[src/rtl/core_pkg.sv]
// -----------------------------------------------------------------------------
// core_pkg
// Shared encodings for the SCHOLAR RISC-V write-back stage.
//   GPR_*  : source select for the GPR write-back value
//   CSR_*  : CSR operation code; CSR_IDLE means no CSR write
//   MEM_*  : load width and signedness
//   wb_load_format() : aligns and extends load data for RV32 and RV64
// -----------------------------------------------------------------------------
package core_pkg;

  localparam int GPR_CTRL_WIDTH = 3;
  localparam int CSR_CTRL_WIDTH = 2;
  localparam int MEM_CTRL_WIDTH = 3;

  localparam logic [GPR_CTRL_WIDTH-1:0] GPR_IDLE  = 3'd0;
  localparam logic [GPR_CTRL_WIDTH-1:0] GPR_ALU   = 3'd1;
  localparam logic [GPR_CTRL_WIDTH-1:0] GPR_PRGMC = 3'd2;
  localparam logic [GPR_CTRL_WIDTH-1:0] GPR_OP3   = 3'd3;
  localparam logic [GPR_CTRL_WIDTH-1:0] GPR_MEM   = 3'd4;

  localparam logic [CSR_CTRL_WIDTH-1:0] CSR_IDLE  = 2'd0;
  localparam logic [CSR_CTRL_WIDTH-1:0] CSR_WRITE = 2'd1;
  localparam logic [CSR_CTRL_WIDTH-1:0] CSR_SET   = 2'd2;
  localparam logic [CSR_CTRL_WIDTH-1:0] CSR_CLEAR = 2'd3;

  localparam logic [MEM_CTRL_WIDTH-1:0] MEM_RB  = 3'd0;
  localparam logic [MEM_CTRL_WIDTH-1:0] MEM_RBU = 3'd1;
  localparam logic [MEM_CTRL_WIDTH-1:0] MEM_RH  = 3'd2;
  localparam logic [MEM_CTRL_WIDTH-1:0] MEM_RHU = 3'd3;
  localparam logic [MEM_CTRL_WIDTH-1:0] MEM_RW  = 3'd4;
  localparam logic [MEM_CTRL_WIDTH-1:0] MEM_RWU = 3'd5;

  // Works on a 64-bit container so one implementation serves both widths.
  // RV32 callers zero-extend rdata and truncate the result; because the
  // upper container bits are zero, a misaligned RV32 access that runs off
  // the word still yields defined (zero-filled) bits rather than X.
  function automatic logic [63:0] wb_load_format(
    input logic [63:0]               rdata,
    input logic [2:0]                offset,
    input logic [MEM_CTRL_WIDTH-1:0] mem_ctrl,
    input int unsigned               width
  );
    logic [63:0] shifted;
    logic [63:0] res;
    shifted = rdata >> {offset, 3'b000};
    case (mem_ctrl)
      MEM_RB:  res = {{56{shifted[7]}}, shifted[7:0]};
      MEM_RBU: res = {56'd0, shifted[7:0]};
      MEM_RH:  res = {{48{shifted[15]}}, shifted[15:0]};
      MEM_RHU: res = {48'd0, shifted[15:0]};
      // Word loads only narrow on RV64; on RV32 the word is the full datum.
      MEM_RW:  res = (width == 64) ? {{32{shifted[31]}}, shifted[31:0]} : rdata;
      MEM_RWU: res = (width == 64) ? {32'd0, shifted[31:0]} : rdata;
      default: res = rdata;
    endcase
    return res;
  endfunction

endpackage

[src/rtl/wb_rsp_fifo.sv]
// -----------------------------------------------------------------------------
// wb_rsp_fifo
// Small synchronous FIFO buffering OBI read responses ({err, rdata}).
//   clk_i, rst_i  : clock, synchronous active-high reset (empties the FIFO)
//   push_i        : write wdata_i (dropped if full and not popping)
//   pop_i         : retire the oldest entry (ignored when empty)
//   wdata_i       : entry to write
//   rdata_o       : oldest entry (valid when empty_o is low)
//   empty_o       : no entries held
//   overflow_o    : sticky, set when a push is dropped; cleared by reset
// -----------------------------------------------------------------------------
module wb_rsp_fifo #(
  parameter int WIDTH = 33,
  parameter int DEPTH = 2
) (
  input  logic             clk_i,
  input  logic             rst_i,
  input  logic             push_i,
  input  logic             pop_i,
  input  logic [WIDTH-1:0] wdata_i,
  output logic [WIDTH-1:0] rdata_o,
  output logic             empty_o,
  output logic             overflow_o
);

  localparam int AW = $clog2(DEPTH);

  logic [WIDTH-1:0] mem_q [DEPTH];
  logic [AW-1:0]    wr_ptr_q, rd_ptr_q;
  logic [AW:0]      count_q;
  logic             overflow_q;
  logic             full;
  logic             do_push, do_pop;

  assign empty_o = (count_q == '0);
  assign full    = (count_q == (AW+1)'(DEPTH));
  assign do_pop  = pop_i && !empty_o;
  // A pop in the same cycle frees a slot, so a full FIFO still accepts.
  assign do_push = push_i && (!full || do_pop);

  // NOTE: storage carries no reset; the count and pointers alone decide
  // which entries are meaningful, and skipping the reset keeps it a plain RAM.
  always_ff @(posedge clk_i) begin
    if (do_push) begin
      mem_q[wr_ptr_q] <= wdata_i;
    end
  end

  // NOTE: sequential state uses non-blocking assignments so every register
  // samples pre-edge values regardless of statement order.
  always_ff @(posedge clk_i) begin
    if (rst_i) begin
      wr_ptr_q   <= '0;
      rd_ptr_q   <= '0;
      count_q    <= '0;
      overflow_q <= 1'b0;
    end else begin
      // DEPTH is a power of two, so natural pointer overflow is the wrap.
      if (do_push) wr_ptr_q <= wr_ptr_q + AW'(1);
      if (do_pop)  rd_ptr_q <= rd_ptr_q + AW'(1);
      case ({do_push, do_pop})
        2'b10:   count_q <= count_q + (AW+1)'(1);
        2'b01:   count_q <= count_q - (AW+1)'(1);
        default: count_q <= count_q;
      endcase
      if (push_i && !do_push) overflow_q <= 1'b1;
    end
  end

  assign rdata_o    = mem_q[rd_ptr_q];
  assign overflow_o = overflow_q;

endmodule

[src/rtl/writeback_stage.sv]
// -----------------------------------------------------------------------------
// writeback_stage
// Registered write-back stage (RV32/RV64). Accepts one instruction per cycle
// from MEM, matches loads with OBI read responses (buffered in wb_rsp_fifo so
// a response may precede its load), and drives one-cycle GPR/CSR write
// strobes plus a retire strobe.
//   clk_i, rst_i            : clock, synchronous active-high reset
//   valid_i / ready_o       : instruction handshake from MEM
//   exe_out_i, op3_i        : EXE result (also load address), aux operand
//   rd_i, csr_waddr_i       : destination GPR index, CSR address
//   gpr_ctrl_i, csr_ctrl_i  : write-back source, CSR operation
//   mem_ctrl_i              : load width/sign
//   rvalid_i, rdata_i, err_i: OBI response channel
//   rd_o, gpr_wdata_o, gpr_wdata_valid_o : GPR write port
//   csr_waddr_o, csr_wdata_o, csr_wdata_valid_o : CSR write port
//   retire_o, load_err_o    : commit and load-error strobes
//   rsp_overflow_o          : sticky response-FIFO overflow
// -----------------------------------------------------------------------------
module writeback_stage
  import core_pkg::*;
#(
  parameter int DATA_WIDTH     = 32,
  parameter int RF_ADDR_WIDTH  = 5,
  parameter int CSR_ADDR_WIDTH = 12,
  parameter int RSP_DEPTH      = 2
) (
  input  logic                      clk_i,
  input  logic                      rst_i,
  input  logic                      valid_i,
  output logic                      ready_o,
  input  logic [DATA_WIDTH-1:0]     exe_out_i,
  input  logic [DATA_WIDTH-1:0]     op3_i,
  input  logic [RF_ADDR_WIDTH-1:0]  rd_i,
  input  logic [CSR_ADDR_WIDTH-1:0] csr_waddr_i,
  input  logic [GPR_CTRL_WIDTH-1:0] gpr_ctrl_i,
  input  logic [CSR_CTRL_WIDTH-1:0] csr_ctrl_i,
  input  logic [MEM_CTRL_WIDTH-1:0] mem_ctrl_i,
  input  logic                      rvalid_i,
  input  logic [DATA_WIDTH-1:0]     rdata_i,
  input  logic                      err_i,
  output logic [RF_ADDR_WIDTH-1:0]  rd_o,
  output logic [DATA_WIDTH-1:0]     gpr_wdata_o,
  output logic                      gpr_wdata_valid_o,
  output logic [CSR_ADDR_WIDTH-1:0] csr_waddr_o,
  output logic [DATA_WIDTH-1:0]     csr_wdata_o,
  output logic                      csr_wdata_valid_o,
  output logic                      retire_o,
  output logic                      load_err_o,
  output logic                      rsp_overflow_o
);

  if (DATA_WIDTH != 32 && DATA_WIDTH != 64) begin : g_bad_width
    $error("writeback_stage: DATA_WIDTH must be 32 or 64");
  end
  if (RSP_DEPTH < 2 || (RSP_DEPTH & (RSP_DEPTH - 1)) != 0) begin : g_bad_depth
    $error("writeback_stage: RSP_DEPTH must be a power of two >= 2");
  end

  localparam int OFF_W = (DATA_WIDTH == 64) ? 3 : 2;

  typedef enum logic {RUN, WAIT_RSP} state_e;

  typedef struct packed {
    logic [DATA_WIDTH-1:0]     exe_out;
    logic [DATA_WIDTH-1:0]     op3;
    logic [RF_ADDR_WIDTH-1:0]  rd;
    logic [CSR_ADDR_WIDTH-1:0] csr_waddr;
    logic [GPR_CTRL_WIDTH-1:0] gpr_ctrl;
    logic [CSR_CTRL_WIDTH-1:0] csr_ctrl;
    logic [MEM_CTRL_WIDTH-1:0] mem_ctrl;
  } instr_t;

  state_e state_q, state_d;
  instr_t instr_q, instr_d;
  instr_t in_instr, cur;

  logic                  fifo_pop, fifo_push, fifo_empty, fifo_overflow;
  logic [DATA_WIDTH:0]   fifo_rdata;
  logic                  rvalid_used;
  logic                  commit;
  logic [DATA_WIDTH-1:0] rsp_data;
  logic                  rsp_err;
  logic                  is_load;
  logic [DATA_WIDTH-1:0] gpr_data;

  assign in_instr = '{exe_out:   exe_out_i,
                      op3:       op3_i,
                      rd:        rd_i,
                      csr_waddr: csr_waddr_i,
                      gpr_ctrl:  gpr_ctrl_i,
                      csr_ctrl:  csr_ctrl_i,
                      mem_ctrl:  mem_ctrl_i};

  assign ready_o = (state_q == RUN);

  // NOTE: every always_comb output gets a default first, so no path through
  // the case statements can leave a value unassigned and infer a latch.
  always_comb begin
    state_d     = state_q;
    instr_d     = instr_q;
    cur         = in_instr;
    fifo_pop    = 1'b0;
    rvalid_used = 1'b0;
    commit      = 1'b0;
    rsp_data    = rdata_i;
    rsp_err     = err_i;
    case (state_q)
      RUN: begin
        if (valid_i) begin
          if (in_instr.gpr_ctrl != GPR_MEM) begin
            commit = 1'b1;
          end else if (!fifo_empty) begin
            // Buffered responses are older than anything on the bus now.
            fifo_pop = 1'b1;
            commit   = 1'b1;
            rsp_data = fifo_rdata[DATA_WIDTH-1:0];
            rsp_err  = fifo_rdata[DATA_WIDTH];
          end else if (rvalid_i) begin
            rvalid_used = 1'b1;
            commit      = 1'b1;
          end else begin
            instr_d = in_instr;
            state_d = WAIT_RSP;
          end
        end
      end
      WAIT_RSP: begin
        // The FIFO is always empty here: we only enter with it empty and
        // every response seen while waiting is consumed directly.
        cur = instr_q;
        if (rvalid_i) begin
          rvalid_used = 1'b1;
          commit      = 1'b1;
          state_d     = RUN;
        end
      end
      default: state_d = RUN;
    endcase
  end

  assign fifo_push = rvalid_i && !rvalid_used;
  assign is_load   = (cur.gpr_ctrl == GPR_MEM);

  always_comb begin
    gpr_data = cur.exe_out;
    case (cur.gpr_ctrl)
      GPR_ALU:   gpr_data = cur.exe_out;
      GPR_PRGMC: gpr_data = cur.op3 + DATA_WIDTH'(4);
      GPR_OP3:   gpr_data = cur.op3;
      GPR_MEM:   gpr_data = DATA_WIDTH'(wb_load_format(64'(rsp_data),
                                                       3'(cur.exe_out[OFF_W-1:0]),
                                                       cur.mem_ctrl,
                                                       DATA_WIDTH));
      default:   gpr_data = cur.exe_out;
    endcase
  end

  always_ff @(posedge clk_i) begin
    if (rst_i) begin
      state_q           <= RUN;
      instr_q           <= '0;
      rd_o              <= '0;
      gpr_wdata_o       <= '0;
      gpr_wdata_valid_o <= 1'b0;
      csr_waddr_o       <= '0;
      csr_wdata_o       <= '0;
      csr_wdata_valid_o <= 1'b0;
      retire_o          <= 1'b0;
      load_err_o        <= 1'b0;
    end else begin
      state_q           <= state_d;
      instr_q           <= instr_d;
      gpr_wdata_valid_o <= commit && (cur.gpr_ctrl != GPR_IDLE) && !(is_load && rsp_err);
      csr_wdata_valid_o <= commit && (cur.csr_ctrl != CSR_IDLE);
      retire_o          <= commit;
      load_err_o        <= commit && is_load && rsp_err;
      // Address/data hold their last committed values between commits.
      if (commit) begin
        rd_o        <= cur.rd;
        gpr_wdata_o <= gpr_data;
        csr_waddr_o <= cur.csr_waddr;
        csr_wdata_o <= cur.exe_out;
      end
    end
  end

  wb_rsp_fifo #(
    .WIDTH (DATA_WIDTH + 1),
    .DEPTH (RSP_DEPTH)
  ) u_rsp_fifo (
    .clk_i      (clk_i),
    .rst_i      (rst_i),
    .push_i     (fifo_push),
    .pop_i      (fifo_pop),
    .wdata_i    ({err_i, rdata_i}),
    .rdata_o    (fifo_rdata),
    .empty_o    (fifo_empty),
    .overflow_o (fifo_overflow)
  );

  assign rsp_overflow_o = fifo_overflow;

endmodule

[config.mk]
export PLATFORM = sky130hd
export DESIGN_NAME = writeback_stage
export DESIGN_NICKNAME = d
export VERILOG_FILES = /design/src/rtl/core_pkg.sv /design/src/rtl/wb_rsp_fifo.sv /design/src/rtl/writeback_stage.sv
export SDC_FILE = /design/constraint.sdc
export NUM_CORES = 1
export LEC_CHECK = 0
export CORE_MARGIN = 4
export CORE_UTILIZATION = 40
export DETAILED_ROUTE_END_ITERATION = 10
export GPL_ROUTABILITY_DRIVEN = 0
export PLACE_DENSITY = 0.66
export SETUP_SLACK_MARGIN = 0.4
export SLEW_MARGIN = 20
export SYNTH_ARGS = -nofsm -noshare
export SYNTH_HDL_FRONTEND = slang
export SYNTH_SLANG_ARGS = --single-unit
[constraint.sdc]
create_clock -name clk_i -period 4.2 [get_ports clk_i]
set_input_delay 0.84 -clock clk_i [delete_from_list [all_inputs] [get_ports clk_i]]
set_output_delay 0.84 -clock clk_i [all_outputs]
set_load 0.03 [all_outputs]
=== Word-level counts from Yosys, hierarchy flattened ===
Memories as Yosys holds them, arrays and structs flattened. A register that Yosys moved wholly into a read port is not among the register bits.
Cells that the tools add are included.

* Add/sub/neg operators: 5
* Equality and inequality tests: 10
* Shift-type cells: 1
* Mux-type cells: 34
* Bitwise operators: 3
* Reductions and logical operators: 22

{| class="wikitable"
|+ Operator list
! kind !! number
|-
| 32-bit 2-to-1 mux || 4
|-
| 32-bit one-hot mux with 4 select lines || 1
|-
| 32-bit one-hot mux with 3 select lines || 1
|-
| 89-bit 2-to-1 mux || 1
|-
| 32-bit by 3-bit adder with 32-bit output (second input constant) || 1
|-
| 32-bit by 5-bit >> shifter with 16-bit output || 1
|-
| 1-bit 2-to-1 mux || 23
|-
| 3-bit by 2-bit == test with 1-bit output (second input constant) || 4
|-
| 1-bit logical AND || 10
|-
| 1-bit one-hot mux with 2 select lines || 3
|-
| 1-bit logical NOT || 5
|-
| 5-bit AND reduction || 1
|-
| 2-bit == test (second input constant) || 2
|-
| 2-bit one-hot mux with 2 select lines || 1
|-
| 2-bit nonzero test || 2
|-
| 3-bit by 1-bit == test with 1-bit output (second input constant) || 1
|-
| 3-bit == test (second input constant) || 1
|-
| 3-bit logical NOT || 1
|-
| 3-bit inequality test (second input constant) || 1
|-
| 1-bit inverter || 3
|-
| 3-bit nonzero test || 1
|-
| 1-bit adder (second input constant) || 2
|-
| 2-bit by 1-bit adder with 2-bit output (second input constant) || 1
|-
| 2-bit by 1-bit == test with 1-bit output (second input constant) || 1
|-
| 3 further kinds || 3
|}

* Register bits after elaboration: 180
* RAM bits: 66
* Bits of input ports: 126
* Output and inout bits: 87
* Word-level logic and storage cells: 96
* Memories kept: 1

{| class="wikitable"
|+ Memory list
! name !! words !! bits a word !! read ports !! clocked after memory_dff !! wr ports !! line !! RTL
|-
| u_rsp_fifo.mem_q || 2 || 33 || 1 || 1 || 1 || wb_rsp_fifo.sv:28 || <nowiki>logic [WIDTH-1:0] mem_q [DEPTH];</nowiki>
|}

=== Depth between registers and ports, before layout ===
Gate-level depths: netlist (run 1).

* Word-level depth: 10
* Mapped depth: 13
* Depth with buffers taken out: 8

=== Hierarchy ===
Synthesis (run 1) repeated with hierarchy kept, for this count alone.

* Cell total of the unflattened synthesis: 1,406
* Area total of the unflattened synthesis: 12,667.1 um^2

{| class="wikitable"
|+ By module, submodules not included
! module !! instances !! cells each !! area each (um^2) !! sequential area each (um^2)
|-
| writeback_stage || 1 || 1,269 || 10,003.3 || 3,503.4
|-
| wb_rsp_fifo || 1 || 137 || 2,663.8 || 2,102.0
|}

=== Worst setup path before layout (run 1) ===
No wires, ideal clock.

* Path type: input to register
* Start: in gpr_ctrl_i[0]
* End: mem u_rsp_fifo.mem_q[0][0] (enable)
* Setup time: 0.423 ns
* Arrival: 3.253 ns
* Data required time: 3.777 ns
* Path slack: 0.524 ns
* Stages on the path: 6
* Buffers on the path: 1
* Cell sequence: nor3b_2 > clkbuf_1 > nand2_1 > xor2_1 > o21ai_0 > nor2_1

* Cells in the longest elaborated chain, start to end: 9
* Elaborated cells between the ends (all ways): 14
* Those cells by class: eq/ne (1); mux (8); reduce/logical (5)

{| class="wikitable"
|+ RTL lines
! what !! line !! RTL
|-
| start: declaration || writeback_stage.sv:35 || <nowiki>input logic [GPR_CTRL_WIDTH-1:0] gpr_ctrl_i,</nowiki>
|-
| 3-bit inequality test * || writeback_stage.sv:110 || <nowiki>if (in_instr.gpr_ctrl != GPR_MEM) begin</nowiki>
|-
| 1-bit 2-to-1 mux || writeback_stage.sv:110 ||
|-
| 1-bit 2-to-1 mux || writeback_stage.sv:109 || <nowiki>if (valid_i) begin</nowiki>
|-
| 1-bit one-hot mux with 2 select lines or 1-bit 2-to-1 mux (tied branches) || writeback_stage.sv:107 || <nowiki>case (state_q)</nowiki>
|-
| 1-bit logical NOT or 1-bit logical AND (tied branches) || writeback_stage.sv:141, wb_rsp_fifo.sv:37 ||
|-
| 1-bit logical AND or 1-bit logical OR (tied branches) || writeback_stage.sv:141, wb_rsp_fifo.sv:39 ||
|-
| 1-bit logical AND * || wb_rsp_fifo.sv:39 || <nowiki>assign do_push = push_i && (!full || do_pop);</nowiki>
|-
| 1-bit 2-to-1 mux * || wb_rsp_fifo.sv:44 || <nowiki>if (do_push) begin</nowiki>
|-
| 1-bit 2-to-1 mux (implied by the code) * || wb_rsp_fifo.sv:45 || <nowiki>mem_q[wr_ptr_q] <= wdata_i;</nowiki>
|-
| end: declaration || wb_rsp_fifo.sv:28 ||
|}

Mark *: on every way between the ends. The rest lies on a longest branch, timed or not.

=== Final worst setup path (run 1) ===
* Start: in gpr_ctrl_i[0]
* End: reg gpr_wdata_o[18]

* Cells in the longest elaborated chain, start to end: 7
* Elaborated cells between the ends (all ways): 14
* Those cells by class: eq/ne (4); shift (1); mux (9)

{| class="wikitable"
|+ RTL lines
! what !! line !! RTL
|-
| 3-bit inequality test || writeback_stage.sv:110 ||
|-
| 32-bit 2-to-1 mux || writeback_stage.sv:110 ||
|-
| 32-bit 2-to-1 mux || writeback_stage.sv:109 ||
|-
| 32-bit 2-to-1 mux || writeback_stage.sv:107 ||
|-
| 32-bit by 5-bit >> shifter with 16-bit output || core_pkg.sv:45 || <nowiki>shifted = rdata >> {offset, 3'b000};</nowiki>
|-
| 32-bit one-hot mux with 4 select lines || core_pkg.sv:46 || <nowiki>case (mem_ctrl)</nowiki>
|-
| 32-bit one-hot mux with 3 select lines || writeback_stage.sv:146 || <nowiki>case (cur.gpr_ctrl)</nowiki>
|-
| end signal: assignment || writeback_stage.sv:180 || <nowiki>gpr_wdata_o <= gpr_data;</nowiki>
|-
| end: declaration || writeback_stage.sv:42 || <nowiki>output logic [DATA_WIDTH-1:0] gpr_wdata_o,</nowiki>
|}

Several ways; a longest one is shown, not always the timed one.
A chain may end at the register's enable or synchronous reset.

==> flow_metrics.py, run 1 <==
metrics = {
    "outcome": {
        "status": "finished clean",
    },
    "clock_network": {
        "root_buffer": "sky130_fd_sc_hd__clkbuf_16",
        "cts_num_sinks": 247,
        "clk_transition_reported_paths_ns": 0.06,
        "clock_tree_from_tritoncts": "built",
        "worstSkewPairLatency_ns": 0.54,
        "htree_levels": 1,
        "max-clock-path-buffers": 3,
        "cts_resized": 0,
        "cts-buffers-inserted": 28,
    },
    "route": {
        "detail-route-antenna-nets": 0,
        "drt_pre_antenna_iters": 6,
        "via_count": 10750,
        "postRouteWirelength_um": 38720,
        "average_vias_per_placed_instance": 5.621,
        "drt_iter0_markers": 1021,
        "post-route-drc-count": 0,
        "post_drt_wl_per_cell_um": 20.25,
    },
    "layout": {
        "util_after_layout_pct": 52.40,
        "area.sequential_um2": 5609,
        "areaGrowthSynthToFinish_pct": 29.53,
        "layout-drive-gt1-share_pct": 9.198,
        "design.final.nets": 1628,
        "antennaDiodeCount": 0,
        "multi_input_comb_area_um2": 5943,
        "instances_no_fill": 1912,
        "fillCellCount": 2738,
    },
    "die": {
        "die_y_extent_um": 181.1,
        "floorplan.initialDensity_pct": 40.45,
        "design.core.area_um2": 29640,
        "design.portCount": 213,
        "core.rowCount": 63,
        "dieArea_um2": 32810,
        "fp.dieW_um": 181.1,
    },
    "global_routing": {
        "pin_count_of_the_biggest_net_entering_global_routing": 89,
        "grt_usage_pct": 22.36,
        "grt_first_pass_wirelength_um": 59110,
        "global_route.overflow_total": 0,
        "number_of_antenna_violations_at_the_first_check_in_global_routing": 0,
        "via_count_of_the_first_global_routing_pass": 10180,
    },
    "synthesis": {
        "yosysSeqAreaShare_pct": 46.75,
        "mappedNetlistNets": 1453,
        "number_of_flops_mapped_to_enable_cells_by_yosys": 66,
        "post_synthesis_instance_area_um2": 11990,
        "asyncSetResetFlopFracSynth_pct": 0,
        "synthFlopType": "sky130_fd_sc_hd__dfxtp_1",
        "synth.distinct_cells": 70,
        "leading_cell_types_by_total_area_after_synthesis": "sky130_fd_sc_hd__dfxtp_1 30%, sky130_fd_sc_hd__edfxtp_1 17%, sky130_fd_sc_hd__mux2i_1 8.8%",
        "post_synth_inst_count": 1325,
        "syn-mean-instance-area_um2": 9.048,
        "ys_ff_latch": 247,
        "yosys_warnings": 0,
        "synth_top_cells_by_count": "231 x sky130_fd_sc_hd__nand2_1, 181 x sky130_fd_sc_hd__dfxtp_1, 141 x sky130_fd_sc_hd__a21oi_1, 105 x sky130_fd_sc_hd__mux2i_1, 105 x sky130_fd_sc_hd__nor2_1",
        "synth_area_leader_cell": "sky130_fd_sc_hd__dfxtp_1",
        "synth_largest_type_area_fraction_pct": 30.22,
        "most_common_cell_in_the_netlist": "sky130_fd_sc_hd__nand2_1",
    },
    "critical_path": {
        "critical_path_buf_inv_count": 2,
        "timing.critical_path.max_delay_family": "simple AND/OR/NAND/NOR gates",
        "worst-endpoint-arrival_ns": 3.80,
        "critPathMaxFanout": 11,
        "worstPathCellList": "clkdlybuf4s50_1 > or3b_1 > nor4_1 > nor3_1 > o41ai_2 > o22ai_1 > buf_4 > a21oi_1 > o21ai_1",
        "critical_path_required_ns": 4.63,
        "endpoint_kind": "flip-flop",
        "timing.setup.critical_path_class": "primary input to flip-flop",
        "worst_path_largest_cell_delay_ns": 0.57,
        "critPathSlowestCell": "sky130_fd_sc_hd__or3b_1",
        "crit_path_start_kind": "primary input",
    },
    "placed_design": {
        "dpl.hpwl_um": 27760,
        "portBuffers": 212,
        "placement.setup.worst_slack_ns": 0.3609,
        "placedCellCount": 1859,
    },
    "timing": {
        "maxSlewHeadroom_pct": 31.90,
        "slew_violations": 0,
        "setup_violations": 0,
        "hold_violations": 0,
        "fin_setup_tns_ns": 0,
        "timing.final.crit_period_ns": 3.371,
        "max_clock_freq_mhz": 296.7,
        "timing.clock.skew_ns": 0.01957,
        "rsz0062_at_grt": "false",
        "postLayoutSetupSlackWorst_ns": 0.8292,
        "fin_hold_ws_ns": 0.4526,
        "worst_pin_slew_ns": 1.021,
        "period_share_pct": 80.26,
    },
    "power": {
        "power_density_nw_per_um2": 416.0,
        "ir_worst_vdd_uv": 296.8,
        "leakage_power_summed_over_all_cells_nw": 5.051,
        "switchingPower_mw": 1.712,
        "cellInternalPower_mw": 4.748,
        "share_seq_of_total_power_pct": 41.3,
        "share_comb_of_total_power_pct": 16.3,
        "clock_share_of_power_pct": 42.4,
        "net_switching_fraction_of_the_power_pct": 26.50,
    },
    "run": {
        "max-cap-violations": 0,
    },
    "min_path": {
        "class_of_the_tightest_hold_or_removal_check": "flip-flop to flip-flop",
    },
}
[power groups by stage]
stage	logic (mW)	clock network, mW	registers (mW)
floorplan	0.448	0	2.83
global placement	1.03	0	2.72
detailed placement	1.04	0	2.72
CTS	1.04	2.79	2.67
global route	1.12	2.88	2.68
finish	1.05	2.74	2.67
[stage by stage]
| stage | total power, mW | instance area, um^2 |
|---|---|---|
| 6_report | 6.460 | 15530 |
| 5_1_grt | 6.686 | 15530 |
| 4_1_cts | 6.502 | 15500 |
| 3_5_place_dp | 3.759 | 14460 |
| 3_3_place_gp | 3.747 | 14460 |
| 2_1_floorplan | 3.279 | 11990 |
[what timing repair did]
action / CTS / global route
setup buffers: 0 / 1
hold buffers: 0 / 0
endpoints found under the setup margin: 0 / 3
[per-layer routing]
layer / share of wire, % / global-route usage (%)
met3: 8.0 / 4.329
met1: 43 / 30.65
met4: 3.0 / 6.815
met5: 0 / 0
met2: 46 / 35.92
[area by class of cell]
cell class,instances,area share (%)
Multi-Input combinational cell,969,38.27
Sequential cell,247,36.12
Timing Repair Buffer,245,15.53
Clock buffer,36,4.971
Tap cell,390,3.142
Clock inverter,16,1.748
Inverter,9,0.2175
[worst reg2reg max path, cell delays in order (launching register included)]
cell and delay (ns):
sky130_fd_sc_hd__dfxtp_4 0.67, sky130_fd_sc_hd__buf_4 0.53, sky130_fd_sc_hd__mux2i_1 0.14, sky130_fd_sc_hd__buf_4 0.21, sky130_fd_sc_hd__and2_0 0.35, sky130_fd_sc_hd__a2111oi_0 0.82, sky130_fd_sc_hd__nor3_1 0.13, sky130_fd_sc_hd__a211oi_1 0.25
[state kept, by name, summed over array words and instances (netlist names), 2 cells and up, named ones only]
register,flops
instr_q,89
csr_waddr_o,12
csr_wdata_o,32
rd_o,5
u_rsp_fifo.count_q,2
u_rsp_fifo.mem_q,66
gpr_wdata_o,32
[path summary, 6_finish.rpt]
path	from	cells after the start	end	slack [ns]
max	gpr_ctrl_i[0]	9	gpr_wdata_o[18]	0.83
min reg2reg	instr_q[86]	2	instr_q[86]	0.45
max reg2reg	state_q	7	gpr_wdata_o[2]	1.00
min	instr_q[86]	2	instr_q[86]	0.45
[cells in the final DEF, fill, tap and decap left out, types with 4 or more instances in the layout]
cell,instances
sky130_fd_sc_hd__mux2_2,35
sky130_fd_sc_hd__bufinv_16,7
sky130_fd_sc_hd__a211oi_1,72
sky130_fd_sc_hd__nor4_1,12
sky130_fd_sc_hd__nor3_1,25
sky130_fd_sc_hd__nor2_1,102
sky130_fd_sc_hd__o21ai_1,4
sky130_fd_sc_hd__nor3b_1,6
sky130_fd_sc_hd__xor2_1,13
sky130_fd_sc_hd__o22ai_1,15
sky130_fd_sc_hd__xnor2_1,18
sky130_fd_sc_hd__buf_4,31
sky130_fd_sc_hd__nand3_1,19
sky130_fd_sc_hd__edfxtp_1,66
sky130_fd_sc_hd__clkinv_2,4
sky130_fd_sc_hd__o21ai_0,40
sky130_fd_sc_hd__inv_1,9
sky130_fd_sc_hd__nand2_1,231
sky130_fd_sc_hd__a221oi_1,9
sky130_fd_sc_hd__nand2b_1,5
sky130_fd_sc_hd__a221o_1,6
sky130_fd_sc_hd__a31oi_1,20
sky130_fd_sc_hd__mux2i_1,105
sky130_fd_sc_hd__o221ai_1,5
sky130_fd_sc_hd__nand3b_1,9
sky130_fd_sc_hd__a311oi_1,4
sky130_fd_sc_hd__clkbuf_1,5
sky130_fd_sc_hd__clkbuf_16,29
sky130_fd_sc_hd__a21oi_1,141
sky130_fd_sc_hd__clkdlybuf4s50_1,211
sky130_fd_sc_hd__nand4_1,4
sky130_fd_sc_hd__dfxtp_1,180
[logic make-up (layout without fill, tap and decap cells)]
logic type	count (synthesis)	after routing	share of synthesized area (%)
AND/OR/NAND/NOR	448	448	16.49
multiplexers	140	140	12.05
flip-flops	247	247	46.75
AO/OA/AOI/OAI	348	348	18.26
XOR/XNOR	31	31	2.265
buffers and inverters	109	306	3.966
adder cells (fa/ha/maj)	2	2	0.2087
Power figures use the tool's default switching activity.
==> run 2, diff against run 1 <==
- clock period: 4.2 -> 3.27 ns (I/O delays scaled with it)
==> run 2 against run 1 <==
Against the previous run:
- routed wire length grew 1.6%
- via count grew 2.7%
- sequential share of layout area shrank 1.4 points
- die area is the same
- cell area grew 4.0%
==> flow_metrics.py, run 2 (synthesized netlist as in run 1, its figures left out) <==
metrics = {
    "die": {
        "fp.dieW_um": 181.1,
        "design.core.area_um2": 29640,
        "design.portCount": 213,
        "die_y_extent_um": 181.1,
        "dieArea_um2": 32810,
        "floorplan.initialDensity_pct": 40.45,
        "core.rowCount": 63,
    },
    "layout": {
        "largest_reg_flops": 89,
        "largest_registers": "instr_q (89), u_rsp_fifo.mem_q (66)",
        "layout-drive-gt1-share_pct": 14.12,
        "design.final.nets": 1693,
        "layout.cells.most_common": "sky130_fd_sc_hd__nand2_1",
        "largest_register": "instr_q",
        "util_after_layout_pct": 54.50,
        "fillCellCount": 2724,
        "areaGrowthSynthToFinish_pct": 34.73,
        "mostFrequentLayoutCells": "231 x sky130_fd_sc_hd__nand2_1, 207 x sky130_fd_sc_hd__clkdlybuf4s50_1, 180 x sky130_fd_sc_hd__dfxtp_1",
    },
    "min_path": {
        "class_of_the_tightest_hold_or_removal_check": "flip-flop to flip-flop",
        "min-delay-start": "instr_q[55]",
        "whs_endpoint": "instr_q[55]",
        "min_path_cells": 2,
    },
    "global_routing": {
        "grt-busiest-layer": "met2",
        "pin_count_of_the_biggest_net_entering_global_routing": 102,
        "grt_first_pass_wirelength_um": 60020,
        "global_route.overflow_total": 0,
        "grt_usage_pct": 22.69,
        "via_count_of_the_first_global_routing_pass": 10540,
        "global_route.usage.met1_pct": 31.39,
        "number_of_antenna_violations_at_the_first_check_in_global_routing": 3,
        "grt_util_met3_pct": 3.866,
        "groute.layer.met2.usage_pct": 36.36,
    },
    "timing": {
        "timing.clock.skew_ns": 0.01614,
        "setup_violations": 0,
        "maxSlewHeadroom_pct": 45.13,
        "fin_hold_ws_ns": 0.4503,
        "max_clock_freq_mhz": 363.2,
        "rsz0062_at_grt": "true",
        "worst_pin_slew_ns": 0.8001,
        "period_share_pct": 84.19,
        "hold_violations": 0,
        "timing.final.crit_period_ns": 2.753,
        "slew_violations": 0,
    },
    "critical_path": {
        "critPathMaxFanout": 12,
        "worstReg2RegStart": "state_q",
        "critical_path_required_ns": 3.69,
        "worst-endpoint-arrival_ns": 3.18,
        "timing.setup.critical_path_class": "flip-flop to flip-flop",
        "worst_r2r_path_depth": 7,
        "reg2reg_to": "gpr_wdata_o[31]",
        "reg2reg_slack_ns": 0.52,
        "crit_path_start_kind": "flip-flop",
        "endpoint_kind": "flip-flop",
    },
    "run": {
        "max-cap-violations": 0,
    },
    "power": {
        "switchingPower_mw": 2.234,
        "leakage_power_summed_over_all_cells_nw": 5.439,
        "power_density_nw_per_um2": 509.8,
        "share_seq_of_total_power_pct": 41.7,
        "net_switching_fraction_of_the_power_pct": 27.13,
        "cellInternalPower_mw": 6.001,
        "ir_worst_vdd_uv": 325.3,
        "share_comb_of_total_power_pct": 17.6,
        "clock_share_of_power_pct": 40.8,
    },
    "clock_network": {
        "max-clock-path-buffers": 3,
        "htree_levels": 1,
        "clock_tree_from_tritoncts": "built",
        "root_buffer": "sky130_fd_sc_hd__clkbuf_16",
        "clk_transition_reported_paths_ns": 0.06,
        "cts_num_sinks": 247,
        "worstSkewPairLatency_ns": 0.54,
        "cts-buffers-inserted": 28,
        "cts_hold_buf": 0,
    },
    "route": {
        "average_vias_per_placed_instance": 5.579,
        "post-route-drc-count": 0,
        "post_drt_wl_per_cell_um": 19.88,
        "via_count": 11040,
        "postRouteWirelength_um": 39330,
        "detail-route-antenna-nets": 0,
        "drt_iter0_markers": 1010,
        "drt_pre_antenna_iters": 5,
    },
    "placed_design": {
        "portBuffers": 212,
        "dpl.hpwl_um": 28460,
    },
    "outcome": {
        "status": "finished clean",
    },
}
-- run 2: cell count changes in the layout (fill, tap and decap cells not counted), sizes merged --
cell,before,now
clkinvlp,2,1
clkdlybuf4s50,211,207
dlygate4sd2,0,1
clkinv,5,10
dlymetal6s2s,0,3
bufinv,7,5
clkbuf,36,33
diode,0,2
buf,34,99
-- run 2: worst max-delay path by stage --
stage,cells past startpoint,start,to
floorplan,9,state_q,u_rsp_fifo.mem_q[1][0]
global placement,10,gpr_ctrl_i[2],gpr_wdata_o[1]
detailed placement,10,gpr_ctrl_i[2],gpr_wdata_o[31]
CTS,10,gpr_ctrl_i[2],gpr_wdata_o[31]
global route,11,u_rsp_fifo.count_q[1],gpr_wdata_o[11]
finish,7,state_q,gpr_wdata_o[31]
-- run 2: layout make-up --
cell class / count / area, um^2 / share of cell area (%)
Antenna cell: 2 / 5.005 / 0.03098
Inverter: 9 / 33.78 / 0.2091
Multi-Input combinational cell: 969 / 6043 / 37.41
Clock inverter: 18 / 227.7 / 1.410
Clock buffer: 33 / 760.7 / 4.710
Sequential cell: 247 / 5609 / 34.73
Timing Repair Buffer: 310 / 2985 / 18.48
Tap cell: 390 / 488.0 / 3.021
-- run 2: power by group through the flow --
stage | clock network [mW] | logic, mW | registers, mW
after floorplan | 0 | 0.578 | 3.63
after global placement | 0 | 1.40 | 3.49
after detailed placement | 0 | 1.41 | 3.50
after CTS | 3.40 | 1.42 | 3.43
after global routing | 3.52 | 1.54 | 3.45
final | 3.36 | 1.45 | 3.43
-- run 2: worst max-delay path, stage by stage, from the launching register on --
cell,delay [ns]
sky130_fd_sc_hd__dfxtp_4,0.49
sky130_fd_sc_hd__mux2i_1,0.72
sky130_fd_sc_hd__o31ai_2,0.20
sky130_fd_sc_hd__o41ai_2,0.47
sky130_fd_sc_hd__o22ai_1,0.18
sky130_fd_sc_hd__buf_4,0.17
sky130_fd_sc_hd__and3_1,0.15
sky130_fd_sc_hd__a221o_1,0.26
-- run 2: metrics by stage --
stage | setup slack [ns] | power, mW | std cells | setup TNS, ns | cell area (um^2)
after floorplan | 0.2770 | 4.213 | 1325 | 0 | 12000
after global placement | -0.1207 | 4.892 | 1921 | -0.7797 | 15010
after detailed placement | -0.1522 | 4.906 | 1921 | -1.966 | 15010
after CTS | 0.4018 | 8.255 | 1973 | 0 | 16020
after global routing | 0.3768 | 8.509 | 1977 | 0 | 16150
final | 0.5168 | 8.235 | 1978 | 0 | 16150
-- run 2: repair_timing --
action	in CTS	in global routing
resized for setup	2	25
pin swaps	0	7
buffers inserted	1	3
endpoints found under the setup margin	5	30
hold endpoints to repair	0	0
-- run 2: metal layers --
layer,part of all wire [%],vias to the layer above
met5,0.018,-
met4,3.1,2
met3,8.3,76
met2,46,450
met1,43,5197
li1,-,5310
==> patch 1: new RTL, settings of run 2 <==
Register the output `rsp_overflow_o`, cleared by the reset; this adds one clock of latency there. The other outputs are not delayed to match.
--- a/src/rtl/writeback_stage.sv
+++ b/src/rtl/writeback_stage.sv
@@ -200,3 +200,9 @@
 
-  assign rsp_overflow_o = fifo_overflow;
+  always_ff @(posedge clk_i) begin
+    if (rst_i) begin
+      rsp_overflow_o <= '0;
+    end else begin
+      rsp_overflow_o <= fifo_overflow;
+    end
+  end
 
Function: not settled (the Yosys comparison gave no result); the edit may change what the design does.
==> patch 1 against run 2 <==
Synthesized area increased by 2.3%; die area increased by 2.2%; synthesized cell count increased by 2.3%; sequential cell count increased by 1; wire length increased by 3.6%; power decreased by 1.5%; clock power decreased by 6.0%; design area increased by 1.7%; combinational power increased by 5%; utilization increased by 0.35 points; sequential share of layout area decreased by 0.47 points; worst setup slack got worse by 0.0038 ns.
==> patch 1: results (changes against run 2) <==
metric,value,unit,change
M1 wire length,17700,um,+5.2%
met2 usage in global routing,36.3,%,about the same
status,finished clean,,
"Distinct cells, synth",76,,+8.6%
Rel. slew slack,54.3,%,+9.2 points
Buffers on Ports,212,,unchanged
Synth top cells by count,"nand2_1, dfxtp_1, a21oi_1",,
drt first-iter violations,979,,-3.1%
Post-CTS Resized,0,,-2
hold_sp,instr_q[23],,
DP HPWL,30200,um,+5.9%
grt met3 use,4.20,%,+0.34 points
clk_lat worst skew,0.54,ns,about the same
Crit path max-delay family,compound AO/OA/AOI/OAI gates,,
nets,1726,,+1.9%
pre-CTS WS,-0.136,ns,+0.0159 ns
largest cells by area after synthesis,"dfxtp_1, edfxtp_1, mux2i_1",,
skew final,0.0127,ns,-0.00344 ns
reg2reg setup slack,0.55,ns,+0.03 ns
part of the Yosys area used for sequential elements,45.8,%,-0.91 points
Mean Syn Cell Area,9.05,um^2,about the same
met3 wire length,3370,um,+3.3%
worst path arrival time,3.21,ns,+0.03 ns
crit path max fanout,7,,-5
Max rail drop VDD,0.000414,V,+27%
Clock Tree Buf Depth,3,,unchanged
CP max-delay cell,a2111oi_0,,
synthesis-stage register bit count,248,,+0.40%
# fillers,2662,,-2.3%
final std cells w/o fill,2009,,+1.6%
FF-to-FF End,gpr_wdata_o[14],,
Worst R2R Start,state_q,,
metal2 WL,18400,um,+2.0%
via count,11338,,+2.7%
number of inserted diodes,0,,-2
Post-CTS Setup Bufs,2,,+1
hold endpoint,instr_q[23],,
final WL,40700,um,+3.6%
initial antenna violation count,1,,-2
share of cells above drive strength 1,14.5,%,+0.33 points
total iterations of the first detailed-routing run,5,,unchanged
synth warn,0,,unchanged
first-pass GRT wire length,62000,um,+3.2%
Mapped Nets,1484,,+2.1%
gr usage total,23.2,%,+0.47 points
Leak,5.51,nW,+1.2%
Post-synth EDFFs,66,,unchanged
die area,33500,um^2,+2.2%
met1 Resource Use GR,32.8,%,+1.4 points
"slowest stage delay, CP",0.53,ns,-0.19 ns
Root Buffer Master,clkbuf_16,,
cts bufs inserted,27,,-3.6%
[patch 1: power breakdown]
part / switching [mW] / internal (mW) / total, mW
logic: 0.882 / 0.635 / 1.52
registers: 0.0926 / 3.35 / 3.44
clock network: 1.29 / 1.87 / 3.16
[patch 1: per-stage QoR]
| stage | area (um^2) | hold slack, ns |
|---|---|---|
| after floorplan | 12400 | 0.432 |
| after global placement | 15400 | 0.438 |
| after detailed placement | 15400 | 0.446 |
| after CTS | 16400 | 0.455 |
| after global routing | 16400 | 0.467 |
| final | 16400 | 0.453 |
[patch 1: logic make-up after synthesis]
logic type | share of synthesized area, %
and+or+nand+nor | 16.8
AOI/OAI and AO/OA | 19.5
DFF | 45.8
muxes | 11.4
buffers and inverters | 4.14
xor gates and xnor gates | 2.14
adders and majority gates | 0.204
[patch 1: layout make-up]
| type | instances | share of cell area, % |
|---|---|---|
| Timing Repair Buffer | 320 | 18.9 |
| Clock buffer | 32 | 4.29 |
| Inverter | 8 | 0.183 |
| Clock inverter | 18 | 1.27 |
| Sequential cell | 248 | 34.3 |
| Tap cell | 390 | 2.97 |
| Multi-Input combinational cell | 993 | 38.2 |
[patch 1: worst max path at each step]
stage	slack [ns]	depth (start not counted)	start	endpoint
after detailed placement	-0.14	11	gpr_ctrl_i[1]	gpr_wdata_o[25]
after global routing	0.40	9	gpr_ctrl_i[2]	gpr_wdata_o[1]
after CTS	0.43	9	gpr_ctrl_i[1]	gpr_wdata_o[27]
after floorplan	0.29	6	gpr_ctrl_i[0]	u_rsp_fifo.mem_q[1][0]
final	0.51	11	gpr_ctrl_i[0]	gpr_wdata_o[31]
after global placement	-0.002	11	gpr_ctrl_i[1]	gpr_wdata_o[29]
==> patch 2: new RTL, flow settings as in run 2 <==
Made on the original files. Set the parameter `RF_ADDR_WIDTH` to 6 (it was 5).
--- a/src/rtl/writeback_stage.sv
+++ b/src/rtl/writeback_stage.sv
@@ -22,3 +22,3 @@
   parameter int DATA_WIDTH     = 32,
-  parameter int RF_ADDR_WIDTH  = 5,
+  parameter int RF_ADDR_WIDTH  = 6,
   parameter int CSR_ADDR_WIDTH = 12,
Interface: changed (resized rd_i and rd_o); port bits go from 213 to 215. No check against the original RTL was run, so the function may have changed too.
==> patch 2 against run 2 <==
Combinational power hardly changed; largest cell class unchanged; sequential cell count is 2 higher; wire length is 2.2% higher; synthesized area is 0.87% higher; worst setup slack worse by 0.11 ns; design area is 0.29% lower; power is 3.0% lower; fmax is 4.0% lower.
==> patch 2: results (changes against run 2) <==
metric,value,unit,change
pre-CTS WS,-0.162,ns,-0.0102 ns
skew final,0.0199,ns,+0.00376 ns
hold_sp,instr_q[72],,
DP HPWL,29200,um,+2.7%
area of the multi-input gates,6040,um^2,about the same
Critical Path Source,gpr_ctrl_i[0],,
Post-Syn Instances,1319,,-0.45%
XOR/XNOR Fraction of Synth Area,2.17,%,-0.092 points
Reg area,5650,um^2,+0.71%
Synth top cells by count,"nand2_1, dfxtp_1, a21oi_1",,
Mapped Nets,1448,,-0.34%
final std cells w/o fill,1974,,-0.20%
Rel. slew slack,46.6,%,+1.4 points
crit path max fanout,6,,-6
complex-gate fraction of the synthesized area,19.4,%,+1.2 points
number of inserted diodes,1,,-1
largest cells by area after synthesis,"dfxtp_1, edfxtp_1, mux2i_1",,
fraction of area in multi-input gates,37.5,%,+0.084 points
clock tree cell share of total cell area,5.57,%,-0.55 points
top flop regs,"instr_q x90, u_rsp_fifo.mem_q x66",,
share of cells above drive strength 1,13.2,%,-0.92 points
# fillers,2646,,-2.9%
Signal buffers,311,,+0.32%
CP max-delay cell,or4b_2,,
part of the Yosys area used for sequential elements,46.7,%,-0.070 points
Layout non-clock buf frac,18.6,%,+0.12 points
drt first-iter violations,1001,,-0.89%
pin count of the biggest net entering global routing,134,,+31%
clock net sink count,249,,+0.81%
worst path arrival time,3.31,ns,+0.13 ns
vias in the first global route,10374,,-1.5%
status,finished clean,,
Leak,5.44,nW,about the same
internal power,5.81,mW,-3.2%
Max rail drop VDD,0.000390,V,+20%
gr usage total,22.9,%,+0.19 points
NetSw,2.18,mW,-2.4%
post-synthesis mux area share,12.2,%,+0.11 points
==> patch 2: path summary, 6_finish.rpt <==
check / to / cells past startpoint / slack (ns)
max: gpr_wdata_o[16] / 9 / 0.40
min: instr_q[72] / 2 / 0.45
max reg2reg: gpr_wdata_o[16] / 8 / 0.48
min reg2reg: instr_q[72] / 2 / 0.45
==> patch 2: routing by layer <==
| metal | vias to the layer above | share of wire (%) | track usage [%] |
|---|---|---|---|
| met5 | - | 0.032 | 0 |
| met4 | 2 | 3.1 | 7.15 |
| met3 | 74 | 9.0 | 5.61 |
| met2 | 465 | 45 | 35.8 |
| met1 | 5289 | 42 | 31.4 |
| li1 | 5311 | - | - |
==> patch 2: timing repair <==
action,in CTS,in global routing
pin swaps,1,1
cloned,0,0
setup buffers,0,1
gates resized for setup,3,2
endpoints found under the setup margin,2,24
==> patch 2: critical path, delay by kind of cell <==
family / cells / cell delay (ns)
AND/OR/NAND/NOR: 4 / 1.17
buffers and inverters: 2 / 0.60
AO/OA/AOI/OAI: 3 / 0.87
